[src/rtl/seq_u_arrbam_mul.sv]
// Sequential unsigned broken-array multiplier: one partial-product row per clock.
// Optional macro BAM_EXACT_MODE_EN adds an 'exact' input that bypasses both break levels.
module seq_u_arrbam_mul #(
    parameter int WIDTH = 8,
    parameter int H_CUT = 0,
    parameter int V_CUT = 10
) (
    input  logic                 clk,
    input  logic                 rst_n,
`ifdef BAM_EXACT_MODE_EN
    input  logic                 exact,
`endif
    input  logic                 in_valid,
    output logic                 in_ready,
    input  logic [WIDTH-1:0]     a,
    input  logic [WIDTH-1:0]     b,
    input  logic                 flush,
    output logic                 out_valid,
    input  logic                 out_ready,
    output logic [2*WIDTH-1:0]   out
);

    localparam int RW = (WIDTH > 2) ? $clog2(WIDTH) : 1;
    localparam logic [RW-1:0] LAST_ROW = RW'(WIDTH - 1);
    localparam logic [RW-1:0] H_START  = RW'(H_CUT);

    typedef enum logic [1:0] {
        IDLE = 2'b00,
        BUSY = 2'b01,
        DONE = 2'b10
    } state_t;

    state_t               state_q, state_d;
    logic [WIDTH-1:0]     a_q, a_d;
    logic [WIDTH-1:0]     b_q, b_d;
    logic [2*WIDTH-1:0]   acc_q, acc_d;
    logic [RW-1:0]        row_q, row_d;
    logic                 exact_q, exact_d;
    logic                 exact_in_s;
    logic [WIDTH-1:0]     a_mask_s;
    logic [2*WIDTH-1:0]   partial_s;

`ifdef BAM_EXACT_MODE_EN
    assign exact_in_s = exact;
`else
    assign exact_in_s = 1'b0;
`endif

    // Current row: multiplicand columns below the vertical break are dropped, then shifted by row index.
    always_comb begin
        a_mask_s  = '0;
        partial_s = '0;
        for (int i = 0; i < WIDTH; i++) begin
            a_mask_s[i] = a_q[i] & (exact_q | ((i + int'(row_q)) >= V_CUT));
        end
        if (b_q[row_q]) begin
            partial_s = {{WIDTH{1'b0}}, a_mask_s} << row_q;
        end else begin
            partial_s = '0;
        end
    end

    // Next-state and datapath update; flush overrides every other request.
    always_comb begin
        state_d = state_q;
        a_d     = a_q;
        b_d     = b_q;
        acc_d   = acc_q;
        row_d   = row_q;
        exact_d = exact_q;
        if (flush) begin
            state_d = IDLE;
            acc_d   = '0;
            row_d   = '0;
        end else begin
            case (state_q)
                IDLE: begin
                    if (in_valid) begin
                        a_d     = a;
                        b_d     = b;
                        acc_d   = '0;
                        exact_d = exact_in_s;
                        row_d   = exact_in_s ? {RW{1'b0}} : H_START;
                        state_d = BUSY;
                    end else begin
                        state_d = IDLE;
                    end
                end
                BUSY: begin
                    acc_d = acc_q + partial_s;
                    if (row_q == LAST_ROW) begin
                        row_d   = '0;
                        state_d = DONE;
                    end else begin
                        row_d   = row_q + RW'(1);
                        state_d = BUSY;
                    end
                end
                DONE: begin
                    if (out_ready) begin
                        state_d = IDLE;
                    end else begin
                        state_d = DONE;
                    end
                end
                default: begin
                    state_d = IDLE;
                    acc_d   = '0;
                    row_d   = '0;
                end
            endcase
        end
    end

    // State and datapath registers.
    always_ff @(posedge clk or negedge rst_n) begin
        if (!rst_n) begin
            state_q <= IDLE;
            a_q     <= '0;
            b_q     <= '0;
            acc_q   <= '0;
            row_q   <= '0;
            exact_q <= 1'b0;
        end else begin
            state_q <= state_d;
            a_q     <= a_d;
            b_q     <= b_d;
            acc_q   <= acc_d;
            row_q   <= row_d;
            exact_q <= exact_d;
        end
    end

    assign in_ready  = (state_q == IDLE);
    assign out_valid = (state_q == DONE);
    assign out       = acc_q;

endmodule

[config.mk]
export PLATFORM = sky130hd
export DESIGN_NAME = seq_u_arrbam_mul
export DESIGN_NICKNAME = d
export VERILOG_FILES = /design/src/rtl/seq_u_arrbam_mul.sv
export SDC_FILE = /design/constraint.sdc
export NUM_CORES = 1
export LEC_CHECK = 0
export ABC_CLOCK_PERIOD_IN_PS = 4100
export CELL_PAD_IN_SITES_DETAIL_PLACEMENT = 2
export CELL_PAD_IN_SITES_GLOBAL_PLACEMENT = 2
export CORE_AREA = 3 3 98 100
export DETAILED_ROUTE_END_ITERATION = 8
export DIE_AREA = 0 0 101 103
export PLACE_DENSITY_LB_ADDON = 0.25
export SLEW_MARGIN = 20
export SYNTH_ARGS = -nofsm -noshare
export SYNTH_HDL_FRONTEND = slang
export SYNTH_SLANG_ARGS = --single-unit
[constraint.sdc]
create_clock -name clk -period 4.1 [get_ports clk]
set_input_delay 0.82 -clock clk [delete_from_list [all_inputs] [get_ports clk]]
set_output_delay 0.82 -clock clk [all_outputs]
set_load 0.02 [all_outputs]
* Word-level counts from Yosys, hierarchy flattened
Index checks and enable logic that the tools add are counted.
** Storage, ports and cells
- Word-level logic and storage cells :: 56
- Input bits :: 21
- Bits in latches :: 0
- RAM bits :: 0
- ROM bits :: 0
- Memories :: 0
- Output and inout port bits :: 18
- Flip-flop bits (word level) :: 37
** Operators by class
- Order comparisons :: 9
- Multiply operators :: 0
- Bitwise logic cells :: 9
- Divide/modulo/power cells :: 0
- Add/subtract/negate cells :: 9
- Eq/ne operators :: 5
- Reductions and logical operators :: 3
- Multiplexer cells :: 15
- Shift operators :: 1
** Operators by type and width (number)
- $mux 16 :: 3
- $pmux 16 s3 :: 1
- $ge 4x4->1 const B :: 7
- $add 16x16->16 :: 1
- $add 3x3->4 const A :: 4
- $shl 8x3->16 :: 1
- $mux 3 :: 3
- $pmux 3 s3 :: 1
- $add 2x3->4 const A :: 2
- $and 1x1->1 :: 8
- $mux 2 :: 3
- $pmux 2 s3 :: 1
- $add 1x3->4 const A :: 1
- $ge 3x4->1 const B :: 1
- $lt 3x4->1 const B :: 1
- $add 3x1->3 const B :: 1
- $bmux 1 s3 :: 1
- $eq 3x3->1 const B :: 1
- $ne 3x2->1 const B :: 1
- $reduce_and 3->1 :: 1
- $eq 2x1->1 const B :: 1
- $eq 2x2->1 const B :: 1
- $logic_not 2->1 :: 1
- $mux 1 :: 2
- 3 further kinds :: 3

* Depth between registers and ports, before layout
- Word-level depth :: 8
- Gate-level depth with buffers :: 15
- Gate-level depth less buffers :: 13

* Worst setup path before layout
OpenSTA, ideal clock, no wires.
- Path type :: register -> register
- From :: register row_q[1]
- To :: register acc_q[12] (netlist: out[12])
- Data required time :: 3978 ps
- Path slack :: 290 ps
- Path buffers :: 2
- Period minus slack after synthesis :: 3810 ps
- Arrival time :: 3688 ps
- Library setup time :: 122 ps
- Cell stages (with the launch flop) :: 16
- Cells stage by stage :: dfrtp_1 > clkbuf_1 > clkinv_1 > ha_1 > nand2b_1 > o211a_1 > nor2_1 > a2bb2oi_1 > o21ai_0 > ha_1 > buf_6 > and3_4 > and3_1 > and3_4 > or4_1 > a32o_1
** Between the ends
- Word-level cells in the longest chain between the ends :: 8
- Elaborated cells on any way between the ends :: 30
- Those cells by class :: add/sub: 8; order compare: 8; shift: 1; mux: 5; bitwise: 8
** Ends and longest elaborated chain
- from (decl) :: line 37 : logic [RW-1:0] row_q, row_d;
- from (signal assigned) :: line 129 : row_q <= row_d;
- $add 1x3->4, or another cell as far along :: line 54 : a_mask_s[i] = a_q[i] & (exact_q | ((i + int'(row_q)) >= V_CUT));
- $ge 4x4->1 :: line 54
- $and 1x1->1 :: line 54
- $shl 8x3->16 :: line 57 : partial_s = {{WIDTH{1'b0}}, a_mask_s} << row_q;
- $mux 16 (*) :: line 56 : if (b_q[row_q]) begin
- $add 16x16->16 (*) :: line 90 : acc_d = acc_q + partial_s;
- $pmux 16 s3 (*) :: line 76 : case (state_q)
- $mux 16 (*) :: line 71 : if (flush) begin
- to (signal assigned) :: line 121 : acc_q <= '0;
- to (signal assigned) :: line 128 : acc_q <= acc_d;
- to (decl) :: line 36 : logic [2*WIDTH-1:0] acc_q, acc_d;
Every way passes the cells marked *; elsewhere a longest branch is shown, timed or not. The select of a mux whose other input is x is not followed.
A chain may end at the register's enable or synchronous reset.

* Final worst setup path
- From :: register row_q[1]
- To :: register acc_q[15] (netlist: out[15])
Same word-level chain as after synthesis.

==> key figures <==
Worst setup path
  – Crit path DAT: 4.10 ns
  – Setup slack, reg-to-reg: around 0.22 ns
  – R2r startpoint: row_q[1]$_DFFE_PN0P_
  – Reg2reg end: out[15]$_DFFE_PN0P_
  – Worst Setup EP: out[15]$_DFFE_PN0P_
  – Reg2Reg Depth: 15
  – CP Launch Point: row_q[1]$_DFFE_PN0P_
  – Worst EP required: about 4.3 ns
  – Critical path type: flip-flop to flip-flop
  – CP Capture Type: flip-flop
  – CP Launch Type: flip-flop
  – Critical-path maximum fanout: 10

Power
  – P per Cell Area: about 250 nW/um2
  – Maximum VDD drop: 0.000106 V
  – Pleak: about 1.5 nW
  – Final Total Pwr: approximately 0.85 mW

Logic synthesis
  – Distinct cells, synth: 61
  – FFs w/ async S/R, synth: 1.00
  – Dominant cells by area after synthesis: dfrtp_1, ha_1, mux2_2
  – Mapped cell area: 2700 um2
  – Synth Flop Type: dfrtp_1
  – Synth top area share: 0.325
  – Most frequent cell after synthesis: dfrtp_1
  – Commonest cells in the netlist: dfrtp_1, ha_1, nor2_1
  – Yosys Warn Count: 0
  – Flip-flop and latch count after synthesis: 35
  – Synth Area per Inst: between 9 and 10 um2
  – Area leader, netlist: dfrtp_1
  – Post-synth EDFFs: 0
  – Post-synthesis sequential area ratio: 0.325
  – Mapped Cells: ~290

Route
  – WL final: about 8500 um
  – DRC viols: 0
  – DR WL/cell: roughly 19 um
  – Pre-Repair DR Iteration Count: 4
  – Vias: ~2500
  – DRT antenna net count: 0
  – Iter 0 DRT Violations: roughly 100
  – Via density: 5.51

Clocking
  – CTS tree: yes
  – Root Driver: clkbuf_8
  – CTS Sinks: 35
  – Cts bufs inserted: 5
  – Worst-Skew Late Latency: between 0.2 and 0.3 ns
  – CTS Hold Bufs: 0
  – Clk buf depth: 2
  – Worst-path clk slew: about 0.08 ns
  – CTS H-Tree Depth: 2

Finish
  – Diode count: 0
  – Share of post-route cells with drive strength above 1: 0.181
  – # fillers: slightly below 1000
  – Multi-input logic area: ~1800 um2
  – Area Overhead vs Synth: 25.9%
  – Post-route core utilization: 0.388
  – Register area: roughly 900 um2
  – NumNets Final: 384

Timing
  – Final Slew Violations: 0
  – Unrepaired setup endpoints after global routing: false
  – Final period utilization: 0.946
  – Setup TNS: 0 ns
  – Setup Skew: between 0.004 and 0.005 ns
  – Slew @ Worst Pin: about 1.1 ns
  – Relative slew slack: 0.290
  – Fin. Hold Viols: 0
  – Fmax: around 260 MHz
  – Tmin final: 3.88 ns
  – # setup viols final: 0

Run
  – Total of max-cap violations: 0

Floorplan
  – # rows: 34
  – Core ar.: between 8000 and 9000 um2
  – I/O pin cnt: 39
  – Die area: ~10000 um2
  – Initial core utilization: 0.308
  – Die Ht: slightly above 100 um
  – Die X: 101 um

Status
  – Status: finished, final reports clean

Global routing
  – Total gr overflow: 0
  – Initial antenna violation count: 0
  – Total GRT Usage: 0.169
  – Vias in the first global route: around 2600
  – Global-route wire length before repair: about 14000 um
  – Pin count of the biggest net entering global routing: 36

Place
  – GP Congestion: between 0.8 and 0.9
  – HPWL Detailed: roughly 6400 um
  – Number of I/O port buffers: 36

Worst hold path
  – Worst hold path class: flip-flop to flip-flop
[power breakdown]
part           switching, mW  leakage, nW  internal [mW]  total [mW]
sequential            0.0280        0.452          0.381       0.409
combinational         0.0945        0.995         0.0898       0.184
clock                  0.140       0.0402          0.118       0.259
total                  0.263         1.49          0.589       0.852
[cells in the final DEF, fill, tap and decap left out, types with 4 or more instances in the layout]
cell type and count:
nand3_1 8, mux2i_1 4, dfrtp_1 34, nand2b_1 5
a22o_1 5, a21oi_1 12, o21ai_0 21, buf_4 20
nand2_1 13, clkbuf_8 5, nor2_1 23, a211oi_1 6
ha_1 26, and3_1 4, a21o_1 8, mux2_2 16
xor2_1 4, clkdlybuf4s50_1 35, a31oi_1 4, inv_1 9
nor3_1 6
[layout make-up]
class                           instances  area share
Clock buffer                            5      0.0203
Clock inverter                          3     0.00589
Inverter                               10      0.0110
Multi-Input combinational cell        228       0.516
Sequential cell                        35       0.258
Tap cell                              108      0.0398
Timing Repair Buffer                   56       0.149
[sequential cells by signal, summed over array words and instances, names as in the netlist]
| name | cells |
|---|---|
| a_q | 7 |
| b_q | 8 |
| out | 15 |
| row_q | 3 |
| state_q | 2 |
[routing by layer]
layer,up-vias,track usage,wire length [um]
li1,1171,-,-
met1,1237,0.242,4280
met2,39,0.274,3900
met3,7,0.0210,243
met4,0,0.0399,91
met5,-,0,0
[worst max-delay path, cell delays in order, from the launching register on]
cell and delay, ns:
dfrtp_2 0.43, clkinv_1 0.18, buf_4 0.22, ha_1 0.21
nor2b_1 0.13, o311ai_0 0.39, o31ai_1 0.22, mux2i_1 0.19
o22ai_1 0.12, ha_1 0.32, buf_4 0.17, and4_1 0.27
and4bb_2 0.29, a21oi_1 0.08, a2111oi_0 0.40, o21bai_1 0.17
[per-stage QoR]
| stage | hold WS [ns] | area, um2 | worst slack, ns | std cells |
|---|---|---|---|---|
| final | 0.512 | 3400 | 0.223 | 445 |
| after floorplan | 0.473 | 2700 | 0.290 | 286 |
| after global placement | 0.486 | 3270 | 0.224 | 435 |
| after CTS | 0.516 | 3360 | 0.0387 | 443 |
| after detailed placement | 0.497 | 3270 | 0.142 | 435 |
| after global routing | 0.522 | 3400 | 0.00927 | 445 |
[worst min path at each step]
| stage | from | to | slack [ns] | cells after the start |
|---|---|---|---|---|
| after floorplan | b_q[0]$_DFFE_PN0P_ | b_q[0]$_DFFE_PN0P_ | 0.47 | 1 |
| after global placement | b_q[0]$_DFFE_PN0P_ | b_q[0]$_DFFE_PN0P_ | 0.49 | 1 |
| after detailed placement | b_q[0]$_DFFE_PN0P_ | b_q[0]$_DFFE_PN0P_ | 0.50 | 1 |
| after CTS | b_q[6]$_DFFE_PN0P_ | b_q[6]$_DFFE_PN0P_ | 0.52 | 1 |
| after global routing | b_q[6]$_DFFE_PN0P_ | b_q[6]$_DFFE_PN0P_ | 0.52 | 1 |
| final | b_q[7]$_DFFE_PN0P_ | b_q[7]$_DFFE_PN0P_ | 0.51 | 1 |
[repair_timing]
action | in CTS | in global routing
endpoints found under the setup margin | 0 | 6
gates resized for setup | 0 | 6
buffers inserted | 0 | 2
[cell families (layout without fill, tap and decap cells)]
family / after synthesis / in the layout / synth area share
compound gates: 94 / 94 / 0.241
simple gates: 77 / 77 / 0.154
flops: 35 / 35 / 0.325
fa+ha+maj: 27 / 27 / 0.128
buf+inv: 23 / 74 / 0.0385
mux: 21 / 21 / 0.0899
xor+xnor: 7 / 7 / 0.0227
other cells: 1 / 2 / 0.00139
Note: power is estimated with default switching activity, not from simulation.
